## src/rtl/conv_add_tree_pkg.sv

```systemverilog
// Shared constants for the convolution adder tree: default widths,
// pipeline depth and a helper for the pairwise reduction sizes.
package conv_add_tree_pkg;

  // Width of each signed product arriving from the multiply/add buffer.
  localparam int CONV_OUT_BIT_WIDTH = 16;

  // Accumulator width: +5 bits for the 25-way sum, +4 for up to 16 channels.
  localparam int ACC_BIT_WIDTH = CONV_OUT_BIT_WIDTH + 9;

  // Registers from product input to conv_result_valid: 5 tree, 1 acc, 1 out.
  localparam int ADD_TREE_LATENCY = 7;

  // Products per 5x5 window.
  localparam int N_PRODUCTS = 25;

  // Number of outputs of one pairwise-sum stage (odd leftover passes through).
  function automatic int pair_count(input int n);
    return (n + 1) / 2;
  endfunction

endpackage

```

## src/rtl/conv_add_tree_add_pair_stage.sv

```systemverilog
// One registered level of the adder tree: adjacent inputs are summed in
// pairs; an odd leftover input is registered unchanged in the last slot.
module add_pair_stage
  import conv_add_tree_pkg::*;
#(
  parameter int N_IN  = 25,
  parameter int W     = ACC_BIT_WIDTH,
  localparam int N_OUT = pair_count(N_IN)
) (
  input  logic                clk,
  input  logic                rst,
  input  logic signed [W-1:0] in_data  [N_IN],
  output logic signed [W-1:0] out_data [N_OUT]
);

  // Pairwise sums load every cycle; bubbles simply carry don't-care data.
  always_ff @(posedge clk) begin
    if (rst) begin
      for (int i = 0; i < N_OUT; i++) begin
        out_data[i] <= '0;
      end
    end else begin
      for (int i = 0; i < N_IN / 2; i++) begin
        out_data[i] <= in_data[2*i] + in_data[2*i+1];
      end
      if (N_IN % 2 == 1) begin
        out_data[N_OUT-1] <= in_data[N_IN-1];
      end
    end
  end

endmodule

```

## src/rtl/conv_add_tree.sv

```systemverilog
// Pipelined 25-input adder tree with cross-channel accumulation, bias add,
// arithmetic rescale, optional ReLU and saturation to the output word.
//
// Handshake: in_valid qualifies the products and ch_first_i/ch_last_i for one
// beat; there is no ready, every valid beat is consumed. conv_result_valid is
// a one-cycle strobe per completed pixel and downstream must accept every one.
module conv_add_tree
  import conv_add_tree_pkg::*;
#(
  parameter int IN_W       = CONV_OUT_BIT_WIDTH,
  parameter int ACC_W      = IN_W + 9,
  parameter int OUT_W      = 16,
  parameter int FRAC_SHIFT = 8
) (
  input  logic                    clk,
  input  logic                    rst,
  input  logic signed [IN_W-1:0]  mul_result_0_i,
  input  logic signed [IN_W-1:0]  mul_result_1_i,
  input  logic signed [IN_W-1:0]  mul_result_2_i,
  input  logic signed [IN_W-1:0]  mul_result_3_i,
  input  logic signed [IN_W-1:0]  mul_result_4_i,
  input  logic signed [IN_W-1:0]  mul_result_5_i,
  input  logic signed [IN_W-1:0]  mul_result_6_i,
  input  logic signed [IN_W-1:0]  mul_result_7_i,
  input  logic signed [IN_W-1:0]  mul_result_8_i,
  input  logic signed [IN_W-1:0]  mul_result_9_i,
  input  logic signed [IN_W-1:0]  mul_result_10_i,
  input  logic signed [IN_W-1:0]  mul_result_11_i,
  input  logic signed [IN_W-1:0]  mul_result_12_i,
  input  logic signed [IN_W-1:0]  mul_result_13_i,
  input  logic signed [IN_W-1:0]  mul_result_14_i,
  input  logic signed [IN_W-1:0]  mul_result_15_i,
  input  logic signed [IN_W-1:0]  mul_result_16_i,
  input  logic signed [IN_W-1:0]  mul_result_17_i,
  input  logic signed [IN_W-1:0]  mul_result_18_i,
  input  logic signed [IN_W-1:0]  mul_result_19_i,
  input  logic signed [IN_W-1:0]  mul_result_20_i,
  input  logic signed [IN_W-1:0]  mul_result_21_i,
  input  logic signed [IN_W-1:0]  mul_result_22_i,
  input  logic signed [IN_W-1:0]  mul_result_23_i,
  input  logic signed [IN_W-1:0]  mul_result_24_i,
  input  logic                    in_valid,
  input  logic                    ch_first_i,
  input  logic                    ch_last_i,
  input  logic signed [ACC_W-1:0] bias_i,
  input  logic                    relu_en,
  output logic signed [OUT_W-1:0] conv_result_o,
  output logic                    conv_result_valid
);

  // Sideband depth matches the five tree stages so flags meet the S5 sum.
  localparam int SB_D = ADD_TREE_LATENCY - 2;

  localparam logic signed [ACC_W:0] OUT_MAX = (ACC_W+1)'(2**(OUT_W-1) - 1);
  localparam logic signed [ACC_W:0] OUT_MIN = ~OUT_MAX;

  logic signed [IN_W-1:0]  prod [N_PRODUCTS];
  logic signed [ACC_W-1:0] s0   [N_PRODUCTS];
  logic signed [ACC_W-1:0] s1   [13];
  logic signed [ACC_W-1:0] s2   [7];
  logic signed [ACC_W-1:0] s3   [4];
  logic signed [ACC_W-1:0] s4   [2];
  logic signed [ACC_W-1:0] s5   [1];

  logic [SB_D-1:0]         v_pipe;
  logic [SB_D-1:0]         f_pipe;
  logic [SB_D-1:0]         l_pipe;

  logic signed [ACC_W-1:0] acc;
  logic                    done;

  logic signed [ACC_W:0]   biased;
  logic signed [ACC_W:0]   shifted;
  logic signed [ACC_W:0]   t_c;

  assign prod[0]  = mul_result_0_i;
  assign prod[1]  = mul_result_1_i;
  assign prod[2]  = mul_result_2_i;
  assign prod[3]  = mul_result_3_i;
  assign prod[4]  = mul_result_4_i;
  assign prod[5]  = mul_result_5_i;
  assign prod[6]  = mul_result_6_i;
  assign prod[7]  = mul_result_7_i;
  assign prod[8]  = mul_result_8_i;
  assign prod[9]  = mul_result_9_i;
  assign prod[10] = mul_result_10_i;
  assign prod[11] = mul_result_11_i;
  assign prod[12] = mul_result_12_i;
  assign prod[13] = mul_result_13_i;
  assign prod[14] = mul_result_14_i;
  assign prod[15] = mul_result_15_i;
  assign prod[16] = mul_result_16_i;
  assign prod[17] = mul_result_17_i;
  assign prod[18] = mul_result_18_i;
  assign prod[19] = mul_result_19_i;
  assign prod[20] = mul_result_20_i;
  assign prod[21] = mul_result_21_i;
  assign prod[22] = mul_result_22_i;
  assign prod[23] = mul_result_23_i;
  assign prod[24] = mul_result_24_i;

  // Sign-extend every product to accumulator width before the first add.
  always_comb begin
    for (int k = 0; k < N_PRODUCTS; k++) begin
      s0[k] = {{(ACC_W-IN_W){prod[k][IN_W-1]}}, prod[k]};
    end
  end

  add_pair_stage #(.N_IN(25), .W(ACC_W)) u_s1 (.clk(clk), .rst(rst), .in_data(s0), .out_data(s1));
  add_pair_stage #(.N_IN(13), .W(ACC_W)) u_s2 (.clk(clk), .rst(rst), .in_data(s1), .out_data(s2));
  add_pair_stage #(.N_IN(7),  .W(ACC_W)) u_s3 (.clk(clk), .rst(rst), .in_data(s2), .out_data(s3));
  add_pair_stage #(.N_IN(4),  .W(ACC_W)) u_s4 (.clk(clk), .rst(rst), .in_data(s3), .out_data(s4));
  add_pair_stage #(.N_IN(2),  .W(ACC_W)) u_s5 (.clk(clk), .rst(rst), .in_data(s4), .out_data(s5));

  // Carry valid/first/last alongside the tree so they align with the S5 sum.
  always_ff @(posedge clk) begin
    if (rst) begin
      v_pipe <= '0;
      f_pipe <= '0;
      l_pipe <= '0;
    end else begin
      v_pipe <= {v_pipe[SB_D-2:0], in_valid};
      f_pipe <= {f_pipe[SB_D-2:0], ch_first_i & in_valid};
      l_pipe <= {l_pipe[SB_D-2:0], ch_last_i & in_valid};
    end
  end

  // S6: restart on ch_first, otherwise add onto the running channel sum.
  always_ff @(posedge clk) begin
    if (rst) begin
      acc  <= '0;
      done <= 1'b0;
    end else begin
      done <= v_pipe[SB_D-1] & l_pipe[SB_D-1];
      if (v_pipe[SB_D-1]) begin
        acc <= f_pipe[SB_D-1] ? s5[0] : acc + s5[0];
      end
    end
  end

  // Bias in one extra bit so the add cannot wrap, then floor-shift, ReLU, clamp.
  always_comb begin
    biased  = {acc[ACC_W-1], acc} + {bias_i[ACC_W-1], bias_i};
    shifted = biased >>> FRAC_SHIFT;
    t_c     = shifted;
    if (relu_en && shifted < 0) begin
      t_c = '0;
    end else if (shifted > OUT_MAX) begin
      t_c = OUT_MAX;
    end else if (shifted < OUT_MIN) begin
      t_c = OUT_MIN;
    end
  end

  // S7: capture the completed pixel and strobe for one cycle.
  always_ff @(posedge clk) begin
    if (rst) begin
      conv_result_o     <= '0;
      conv_result_valid <= 1'b0;
    end else begin
      conv_result_valid <= done;
      if (done) begin
        conv_result_o <= t_c[OUT_W-1:0];
      end
    end
  end

endmodule
```

## config.mk

```make
export PLATFORM = sky130hd
export DESIGN_NAME = conv_add_tree
export DESIGN_NICKNAME = d
export VERILOG_FILES = /design/src/rtl/conv_add_tree_pkg.sv /design/src/rtl/conv_add_tree_add_pair_stage.sv /design/src/rtl/conv_add_tree.sv
export SDC_FILE = /design/constraint.sdc
export NUM_CORES = 2
export LEC_CHECK = 0
export BUFFER_PORTS_ARGS = -buffer_cell sky130_fd_sc_hd__buf_2
export CAP_MARGIN = 25
export CELL_PAD_IN_SITES_DETAIL_PLACEMENT = 1
export CELL_PAD_IN_SITES_GLOBAL_PLACEMENT = 2
export CORE_MARGIN = 5
export CORE_UTILIZATION = 41
export CTS_CLUSTER_DIAMETER = 80
export DETAILED_ROUTE_END_ITERATION = 10
export PLACE_DENSITY_LB_ADDON = 0.1
export SETUP_SLACK_MARGIN = 0.5
export SLEW_MARGIN = 5
export SYNTH_ARGS = -nofsm -noshare
export SYNTH_HDL_FRONTEND = slang
export SYNTH_HIERARCHICAL = 1
export SYNTH_SLANG_ARGS = --single-unit
```

## constraint.sdc

```tcl
create_clock -name clk -period 5.9 [get_ports clk]
set_input_delay 0 -clock clk [delete_from_list [all_inputs] [get_ports clk]]
set_output_delay 0 -clock clk [all_outputs]
set_load 0.01 [all_outputs]
```

==> Word-level counts from Yosys, hierarchy flattened <==
Cells that the tools add are included.
{ "totals": {"register_bits": 706, "inputBits": 431, "out_inout_bits": 17, "elab_cells": 71} }
{ "classes": {"add_sub_neg": 26, "n_lt_le_gt_ge": 3, "muxes": 4, "bitwise_logic": 3, "n_reduce_logical": 1} }
{ "ops": {"columns": ["op", "n"], "rows": [
  ["$add A25 B25 Y25", 12],
  ["$add A16 B16 Y17", 12],
  ["$mux W16", 3],
  ["$add A25 B25 Y26", 1],
  ["$add A25 B16 Y25", 1],
  ["$mux W25", 1],
  ["$gt A18 B16 Y1 const B", 1],
  ["$lt A18 B1 Y1 const B", 1],
  ["$lt A18 B16 Y1 const B", 1],
  ["$and A1 B1 Y1", 3],
  ["$logic_and A1 B1 Y1", 1]
]} }

==> Logic depth before layout (Yosys ltp) <==
{ "logic_depth": {"depth_word": 5, "mapped_depth": 13, "mapped_depth_nobuf": 12} }

==> Cells and area by module <==
The synthesis kept the hierarchy.
{ "modules_own_cells": {"columns": ["module", "n_inst", "cells_per_inst", "area_each_um2", "seq_area_each_um2"], "rows": [
  ["add_pair_stage (u_s1)", 1, 2569, 22042.4, 6506.2],
  ["add_pair_stage (u_s2)", 1, 1445, 12107.9, 3503.4],
  ["add_pair_stage (u_s3)", 1, 717, 6179.7, 2001.9],
  ["conv_add_tree", 1, 517, 4342.9, 1161.1],
  ["add_pair_stage (u_s4)", 1, 450, 3764.9, 1001.0],
  ["add_pair_stage (u_s5)", 1, 229, 2000.7, 500.5]
]} }

==> Worst setup path after synthesis <==
OpenSTA, ideal clock, no wires.
{ "synth_timing": {"path_kind": "register -> register", "start": "register acc[0]", "end": "register acc[22]", "setup_time_ns": 0.119, "arrival_time_ns": 2.658, "required_time_ns": 5.781, "slack_ns": 3.123, "stages_incl_launch_ff": 13, "n_path_buf": 0, "synth_period_minus_slack_ns": 2.777, "cell_sequence": "dfxtp_1 -> ha_1 -> inv_1 -> fa_1 -> nand2b_1 -> a21oi_1 -> o21ai_2 -> a31oi_1 -> a31oi_2 -> o21ai_2 -> a41o_1 -> mux2_1 -> o221a_1"} }
{ "synth_between": {"elab_chain_cells": 2} }
{ "synth_lines": {"columns": ["item", "line", "text"], "rows": [
  ["start: declaration", "conv_add_tree.sv:69", "logic signed [ACC_W-1:0] acc;"],
  ["start signal: assignment", "conv_add_tree.sv:136", "acc <= f_pipe[SB_D-1] ? s5[0] : acc + s5[0];"],
  ["$add A25 B25 Y25", "conv_add_tree.sv:136", null],
  ["$mux W25", "conv_add_tree.sv:136", null]
]} }
Every way passes these cells.
A chain may end at the register's enable or synchronous reset.

==> Final worst setup path <==
{ "layout_timing": {"start": "input port mul_result_14_i[3]", "end": "register u_s1/out_data[149] (netlist name)"} }
{ "layout_between": {"elab_chain_cells": 1} }
{ "layout_lines": {"columns": ["item", "line", "text"], "rows": [
  ["start: declaration", "conv_add_tree.sv:31", "input logic signed [IN_W-1:0] mul_result_14_i,"],
  ["$add A16 B16 Y17", "conv_add_tree_add_pair_stage.sv:24", "out_data[i] <= in_data[2*i] + in_data[2*i+1];"],
  ["end signal: indexed assignment", "conv_add_tree_add_pair_stage.sv:24", null],
  ["end signal: indexed assignment", "conv_add_tree_add_pair_stage.sv:27", "out_data[N_OUT-1] <= in_data[N_IN-1];"],
  ["end: declaration", "conv_add_tree_add_pair_stage.sv:13", "output logic signed [W-1:0] out_data [N_OUT]"]
]} }
Every way passes these cells.

==> results.json <==
{
  "hp-class": "primary input to flop",
  "critPathMaxStageDelay_ns": 0.64,
  "hold_viol_final": 0,
  "grt_use_met3": 0.02834,
  "power_leakage_nw": 28.59,
  "max_slew_margin": 0.3808,
  "synth-seq-cells": 733,
  "total_power_mw": 19.27,
  "final_core_util": 0.5144,
  "rsz0062_at_grt": "no",
  "cpMostUsedCell": "dlygate4sd3_1",
  "post_dp_cell_area_mm2": 0.05405,
  "first_pass_iters": 5,
  "clock_sinks": 733,
  "post-route-cell-area_mm2": 0.06277,
  "wl_um": 157400,
  "clock.fmax_ghz": 0.2676,
  "crit_chain": "dlygate4sd3_1, buf_2, ha_1, dlygate4sd3_1, o21ai_0, nor2_4, o2111ai_2, a2111oi_2, o211ai_2, o31a_1, o21ai_1, mux2_1, dlygate4sd3_1",
  "yosysTopAreaCellShare": 0.2909,
  "gr-total-overflow": 0,
  "vias": 46520,
  "cts_max_path_buffers": 3,
  "clk_latency_ns": 0.67,
  "syn_nets": 7007,
  "wl_per_cell_um": 18.45,
  "ys_seq_area_frac": 0.2909,
  "drive_above_1_share": 0.1091,
  "avgSynthCellArea_um2": 8.510,
  "drt_iter0_markers": 1844,
  "worstPathMaxFanout": 4,
  "start_util": 0.4133,
  "cts-htree-levels": 3,
  "post-cts-setup-buffer-count": 0,
  "cts_resized": 0,
  "final.setup.tns_ns": 0,
  "grt_pass1_vias": 49500,
  "status": "complete, no violations",
  "worstSetupStartpointType": "primary input",
  "viasPerCell": 5.455,
  "finalCritPeriodShare": 0.6335,
  "critical_path_class": "primary input to flop",
  "ir_drop_mv": 0.2366,
  "yosys.area.top_type": "dfxtp_1",
  "synthArstFlopShare": 0,
  "rows": 128,
  "cts_tree": "done",
  "critical-path-top-delay-family": "buffers and inverters",
  "syn_area_mm2": 0.05044,
  "cts_root_buf": "clkbuf_16",
  "required_ns": 6.44,
  "grt_max_degree": 199,
  "skew_ns": 0.02219,
  "synth_flop_cell": "dfxtp_1",
  "crit_buf_inv": 4,
  "dieArea_mm2": 0.1301,
  "netlist_instances": 5927,
  "cts_buffers": 86,
  "cpMaxStageDelayCell": "dlygate4sd3_1",
  "grt_use_total": 0.2326,
  "yosys_warnings": 6,
  "gp_congestion": 0.8538,
  "synth.area.top_cells": "dfxtp_1 (29%), ha_1 (15%), nor2_1 (5.6%)",
  "die_y_um": 360.7,
  "synth-edff-count": 0,
  "grt_first_pass_wirelength_um": 255100,
  "syn2layout_area_growth_pct": 24.45,
  "worstMarginPinSlew_ns": 0.9269,
  "die-width_um": 360.7,
  "use_met1": 0.2954,
  "nets": 7910,
  "ant_nets": 0,
  "busiest_layer": "met2",
  "use_met2": 0.4199,
  "drv_cap": 0,
  "finalSetupViolCount": 0,
  "dp.final_hpwl_um": 116300,
  "instances_no_fill": 8529,
  "synth_cell_types": 124,
  "portBuffers": 447,
  "core_area_mm2": 0.1220,
  "antenna_found_initial": 6,
  "clkTransAtPathRegs_ns": 0.06,
  "io_pins": 448,
  "cp_data_arrival_time_ns": 4.27,
  "placed_cells": 7816,
  "drc_errors": 0,
  "powerDensity_mw_per_mm2": 307.0,
  "critPathCaptureType": "flop",
  "slew_violations": 0,
  "layout_min_cycle_time_ns": 3.738
}
## placed cells by master (no fill, tap or decap), types with 18 or more instances in the layout
cell type        n
a2111oi_0       18
a211o_1         23
a211oi_1        88
a21o_1         319
a21oi_1        473
a311oi_1        25
a31oi_1         78
and2_1          25
and3_1          62
buf_2          446
bufinv_16       19
clkbuf_16       87
dfxtp_1        733
dlygate4sd3_1  550
fa_1            25
ha_1           624
inv_1          135
mux2_1          36
nand2_1        298
nand2b_1        44
nand3_1        129
nand4_1         75
nor2_1         753
nor2b_1        217
nor3_1         132
nor3b_1         24
nor4_1          21
o211ai_1        49
o21a_1          81
o21ai_0        217
o21ai_1         67
o21bai_1        56
o31ai_1         35
or3_1           30
xnor2_1        256
xor2_1         206
## sequential cells by signal (all words and copies together) (netlist names)
signal and cells:
done 1, conv_result_valid 1, u_s5/out_data 25, v_pipe 5
acc 25, u_s2/out_data 175, conv_result_o 16, u_s3/out_data 100
f_pipe 5, u_s1/out_data 325, l_pipe 5, u_s4/out_data 50
## routing by layer
layer | vias to the layer above | share of wire | wire length [um]
li1 | 23400 | - | -
met1 | 22260 | 0.46 | 72180
met2 | 638 | 0.49 | 76600
met3 | 226 | 0.031 | 4886
met4 | 0 | 0.024 | 3725
met5 | - | 0 | 0
## Yosys cell counts (all sizes together), types with 15 or more instances
master and count:
nor3 134, a221o 17, o21a 84, xnor2 256
o211ai 53, a211oi 97, fa 25, nor2b 217
o21bai 56, a21o 320, or2 28, nor4 21
a2111oi 31, nor3b 24, ha 624, clkbuf 156
and2 26, inv 136, or3 30, a41oi 20
xor2 207, o22ai 19, nand4 76, mux2 46
and3 63, a311oi 25, a31o 15, buf 36
dfxtp 733, a31oi 84, nor2 757, a21boi 17
o21ai 292, a221oi 19, a211o 24, nand3 131
nand2 298, a21oi 485, o31ai 39, nand2b 44
## kinds of logic after synthesis
kind of cell,Yosys count,synth area share
AO/OA/AOI/OAI,1806,0.2463
XOR/XNOR,463,0.08055
adder cells (fa/ha/maj),649,0.1647
buffers and inverters,329,0.02570
flip-flops,733,0.2909
multiplexers,51,0.01163
AND/OR/NAND/NOR,1896,0.1802
## worst register-to-register path, cell delays in order (launching register included)
cell and delay, ns:
dfxtp_1 0.37, ha_1 0.19, inv_1 0.06, fa_1 0.38
nand2b_1 0.19, a21oi_1 0.30, o21ai_2 0.13, a31oi_1 0.26
a31oi_2 0.21, o21ai_2 0.21, a41o_1 0.23, mux2_1 0.33
o221a_1 0.23
## path summary, 6_finish.rpt
check,depth (start not counted),slack (ns),endpoint,startpoint
setup reg to reg,12,2.71,acc[22]$_SDFFE_PP0P_,acc[0]$_SDFFE_PP0P_
hold / removal,4,0.03,u_s1/out_data[222]$_SDFF_PP0_,mul_result_9_i[15]
hold reg to reg,1,0.42,u_s3/out_data[22]$_SDFF_PP0_,u_s2/out_data[22]$_SDFF_PP0_
setup / recovery,13,2.16,u_s1/out_data[149]$_SDFF_PP0_,mul_result_14_i[3]
## report_power, final
part | internal, mW | total (mW) | switching [mW] | leakage (nW)
clock | 3.68 | 5.94 | 2.26 | 1.54
sequential | 5.79 | 6.27 | 0.481 | 6.07
combinational | 3.08 | 7.06 | 3.99 | 21.0
total | 12.6 | 19.3 | 6.72 | 28.6
## cell type report
type	count	area (um2)
diodes	4	10.01
multi-input cells	4865	34470
fillers	14400	59260
repair buffers	1008	7873
well taps	1625	2033
flip-flops and latches	733	14670
inverters	136	510.5
clock inverters	54	873.3
clock buffers	104	2331
## what timing repair did
item	4_1_cts	5_1_grt
hold buffers	550	0
hold endpoints to repair	323	0
endpoints found under the setup margin	0	0
## stage by stage
step / hold WS, ns / setup slack [ns]
2_1_floorplan: 0.07980 / 3.123
3_3_place_gp: 0.2045 / 2.804
3_5_place_dp: 0.2059 / 2.763
4_1_cts: 0.001096 / 2.371
5_1_grt: 0.01021 / 2.046
6_report: 0.02538 / 2.163
Note: power is estimated with default switching activity, not from simulation.
